<file path="src/rtl/phy_mem_arbiter.sv">
// phy_mem_arbiter: two-port (fetch/data) arbiter in front of a single physical memory controller
module phy_mem_arbiter #(
    parameter int READ_WAIT = 1
) (
    input  logic        clk,
    input  logic        rst,
    input  logic        if_req,
    input  logic [31:0] if_addr,
    output logic [31:0] if_rdata,
    output logic        if_ack,
    input  logic        dm_req,
    input  logic        dm_we,
    input  logic [31:0] dm_addr,
    input  logic [31:0] dm_wdata,
    output logic [31:0] dm_rdata,
    output logic        dm_ack,
    output logic        dm_err,
    output logic        mem_is_write,
    output logic [31:0] mem_addr,
    output logic [31:0] mem_data_in,
    input  logic [31:0] mem_data_out,
    input  logic        mem_busy
);
    typedef enum logic [2:0] {IDLE, RD_WAIT, WR_ISSUE, WR_WAIT, DONE} state_t;
    state_t      state, state_n;
    logic        owner, last_owner, err_q;
    logic [2:0]  cnt;
    logic [31:0] addr_q, wdata_q;
    logic        grant_any, grant_dm, sel_we, sel_bad;
    logic [31:0] sel_addr;
    assign grant_any = if_req || dm_req;
    assign grant_dm  = dm_req && (!if_req || !last_owner);
    assign sel_addr  = grant_dm ? dm_addr : if_addr;
    assign sel_we    = grant_dm && dm_we;
    assign sel_bad   = sel_addr[1:0] != 2'b00;
    assign mem_is_write = state == WR_ISSUE;
    assign mem_addr     = addr_q;
    assign mem_data_in  = wdata_q;
    assign if_ack       = state == DONE && !owner;
    assign dm_ack       = state == DONE && owner;
    assign dm_err       = dm_ack && err_q;
    // state register; reset abandons any transaction immediately
    always_ff @(posedge clk or negedge rst) begin
        if (!rst) state <= IDLE;
        else      state <= state_n;
    end
    // next-state: unaligned grants skip memory, DONE always returns to IDLE without regranting
    always_comb begin
        state_n = state;
        case (state)
            IDLE:     if (grant_any) state_n = sel_bad ? DONE : sel_we ? WR_ISSUE : RD_WAIT;
            RD_WAIT:  if (cnt == 3'd0 && !mem_busy) state_n = DONE;
            WR_ISSUE: state_n = WR_WAIT;
            WR_WAIT:  if (!mem_busy) state_n = DONE;
            DONE:     state_n = IDLE;
            default:  state_n = IDLE;
        endcase
    end
    // transaction latches, read-wait counter, per-port read data and round-robin history
    always_ff @(posedge clk or negedge rst) begin
        if (!rst) begin
            owner      <= 1'b0;
            last_owner <= 1'b0;
            err_q      <= 1'b0;
            cnt        <= 3'd0;
            addr_q     <= '0;
            wdata_q    <= '0;
            if_rdata   <= '0;
            dm_rdata   <= '0;
        end else begin
            if (state == IDLE && grant_any) begin
                owner   <= grant_dm;
                err_q   <= sel_bad;
                addr_q  <= sel_addr;
                wdata_q <= grant_dm ? dm_wdata : '0;
                cnt     <= 3'(READ_WAIT);
            end
            if (state == RD_WAIT) begin
                if (cnt != 3'd0) cnt <= cnt - 3'd1;
                else if (!mem_busy && owner) dm_rdata <= mem_data_out;
                else if (!mem_busy) if_rdata <= mem_data_out;
            end
            if (state == DONE) last_owner <= owner;
        end
    end
endmodule

</file>
<file path="config.mk">
export PLATFORM = sky130hd
export DESIGN_NAME = phy_mem_arbiter
export DESIGN_NICKNAME = d
export VERILOG_FILES = /design/src/rtl/phy_mem_arbiter.sv
export SDC_FILE = /design/constraint.sdc
export NUM_CORES = 1
export LEC_CHECK = 0
export CAP_MARGIN = 20
export CORE_MARGIN = 5
export CORE_UTILIZATION = 44
export CTS_CLUSTER_DIAMETER = 60
export DETAILED_ROUTE_END_ITERATION = 12
export HOLD_SLACK_MARGIN = 0.03
export PLACE_DENSITY_LB_ADDON = 0.05
export SLEW_MARGIN = 20
export SYNTH_ARGS = -nofsm -noshare
export SYNTH_HDL_FRONTEND = slang
export SYNTH_SLANG_ARGS = --single-unit
</file>
<file path="constraint.sdc">
create_clock -name clk -period 3.55 [get_ports clk]
set_input_delay 0.355 -clock clk [delete_from_list [all_inputs] [get_ports clk]]
set_output_delay 0.355 -clock clk [all_outputs]
set_load 0.01 [all_outputs]
</file>
==> results_dict.tcl <==
set metrics [dict create \
    status "finished clean" \
    critPathCaptureType "register" \
    power_leakage_uw 0.00389 \
    ios 266 \
    setup_ws_ns 1.12 \
    finClkSkew_ns 0.0100 \
    overflow 0 \
    grt_max_degree 119 \
    fp.dieH_um 123 \
    slew_viol_final 0 \
    post-cts-setup-buffers 0 \
    vias 4668 \
    hold_viol_final 0 \
    htree_levels 4 \
    arrival_ns 2.72 \
    numClockSinks 137 \
    syn_nets 589 \
    worst_slew_pin_slew_ns 0.925 \
    finalSetupTns_ns 0 \
    max_cap_violations 0 \
    finalWirelength_um 16100 \
    syn_area_per_cell_um2 12.5 \
    ys_ff_latch 137 \
    drive_gt1_share_pct 14.8 \
    cts_buffers 17 \
    clockBufferDepth 2 \
    dieWidth_um 123 \
    nets 846 \
    worstPathRequired_ns 3.84 \
    power.density_nw_per_um2 860 \
    numPortBuffers 265 \
    drtIter0Drc 309 \
    peakVddDrop_v 0.000480 \
    synthesis.area_um2 5650 \
    clock_latency_ns 0.41 \
    core_area_um2 12600 \
    antenna_left 0 \
    rsz0062_at_grt "no" \
    drc 0 \
    cts_resized 0 \
    initial_core_util_pct 44.8 \
    crit_type "reg2reg" \
    period_needed_ns 2.43 \
    holdBufCountCts 0 \
    holdCritPathClass "in2async" \
    seq_area_frac_synth_pct 60.6 \
    grt_pass1_vias 4878 \
    place_congestion 0.851 \
    final-setup-viol-count 0 \
    antenna_found_initial 0 \
    fin_crit_sh_pct 68.5 \
    cp_max_fo 20 \
    max_slew_margin_pct 38.4 \
    fmax_ghz 0.411 \
    grt_pass1_wl_um 25200 \
    grt.total_usage_pct 21.4 \
    area_growth_pct 59.8 \
    wl_per_cell_um 18.0 \
    final_core_util_pct 71.6 \
    critPathLaunchType "register" \
    vias_per_cell 5.22 \
    total_power_uw 7770 \
    post-place-ws_ns 0.909 \
    syn_inst 453 \
    synthDistinctLibCells 38 \
    drt_first_pass_iters 7 \
    num_antenna_cells 0 \
    die_area_um2 15200 \
    dp_hpwl_um 11600 \
    clockRootBuffer "clkbuf_16" \
    yosysWarnings 0 \
    cts_tree "yes" \
    clk_pin_slew_ns 0.06 \
    rows 41 \
]
## power breakdown
part	total (uW)	switching [uW]	internal (uW)
Clock	1750	636	1120
Sequential	2670	405	2260
Combinational	3350	1440	1910
## layout by cell type (no fill, tap or decap), types with 2 or more instances in the layout
cell             instances
clkinv_4                 2
nor2_1                   7
a21o_1                   4
a41oi_1                 32
clkbuf_1                 2
dfrtp_1                137
clkbuf_16               17
clkdlybuf4s50_1        264
mux2_2                  60
ha_1                     2
clkinv_2                 4
bufinv_16                3
mux2_1                   5
a22o_1                  32
nand2b_1                 2
nor2b_1                  2
nor3_1                   3
nand2_1                 66
o21ai_0                  2
a22oi_1                  2
inv_1                    3
buf_4                   10
clkbuf_8                 2
nor3b_1                  2
a21oi_1                 36
and2_1                   2
clkinvlp_4               3
## layer usage
| metal | up-vias | wire length [um] | global-route usage, % |
|---|---|---|---|
| met5 | - | 0 | 0 |
| met2 | 187 | 7870 | 35.3 |
| li1 | 2182 | - | - |
| met4 | 0 | 344 | 7.82 |
| met1 | 2271 | 6330 | 25.0 |
| met3 | 28 | 1540 | 8.92 |
## worst max-delay path, stage by stage (launching register included)
cell and delay (ns):
dfrtp_1 0.35, inv_1 0.11, ha_1 0.22, nor3b_1 0.38, nand3_1 0.52, buf_4 0.42
mux2_2 0.30
## sequential cells by signal (all words and copies together) (netlist names)
signal,flops
dm_rdata,32
if_rdata,32
mem_addr,32
mem_data_in,32
cnt,3
state,3
err_q,1
last_owner,1
owner,1
## Yosys cell counts (all sizes together)
library cell / n / area share [%]
a41oi: 32 / 5.0
a22o: 32 / 5.0
and3: 1 / 0.11
o21a: 1 / 0.13
nor2b: 2 / 0.22
nor2: 7 / 0.46
nand2: 66 / 4.4
a21bo: 1 / 0.18
a211o: 1 / 0.15
inv: 3 / 0.20
o21ai: 2 / 0.18
nand3: 1 / 0.088
buf: 15 / 1.5
nor3: 4 / 0.35
mux2i: 1 / 0.18
clkbuf: 22 / 1.5
a21o: 4 / 0.53
a21boi: 1 / 0.13
nand2b: 2 / 0.22
o32ai: 1 / 0.15
nor3b: 3 / 0.49
dfrtp: 137 / 61
o311a: 1 / 0.18
mux2: 65 / 13
nand4: 1 / 0.11
and2: 2 / 0.22
a32o: 1 / 0.18
a22oi: 2 / 0.27
ha: 2 / 0.44
or2: 1 / 0.11
a21oi: 36 / 3.2
or3b: 1 / 0.15
nor4: 2 / 0.49
## layout make-up
| type | count | area [um2] |
|---|---|---|
| timing repair buffer | 275 | 2730 |
| clock buffer | 20 | 447 |
| sequential | 137 | 3430 |
| multi-input combinational | 276 | 2050 |
| fill | 941 | 3580 |
| tap | 172 | 215 |
| clock inverter | 12 | 150 |
| inverter | 3 | 11.3 |
## final timing paths
check,startpoint,to,slack (ns),depth (start not counted)
max in group asynchronous,rst,mem_data_in[23],2.71,2
hold reg to reg,if_rdata[30],if_rdata[30],0.49,1
hold / removal,rst,if_rdata[25],0.05,1
min in group clk,if_rdata[30],if_rdata[30],0.49,1
setup reg to reg,cnt[0],dm_rdata[17],1.12,6
setup / recovery,cnt[0],dm_rdata[17],1.12,6
## cells by family after synthesis
| group | Yosys count | share of synthesized area [%] |
|---|---|---|
| compound gates | 115 | 15.2 |
| fa+ha+maj | 2 | 0.443 |
| buf+inv | 40 | 3.21 |
| flops | 137 | 60.6 |
| mux | 66 | 13.1 |
| simple gates | 93 | 7.41 |
## through the flow
step                instance area [um2]  hold WS, ns  instances
floorplan                          5650       0.0594        453
global placement                   8440        0.462        863
detailed placement                 8440        0.473        863
CTS                                9030        0.150        895
global route                       9040        0.158        895
finish                             9040       0.0495        895
(Power assumes the default switching activity.)
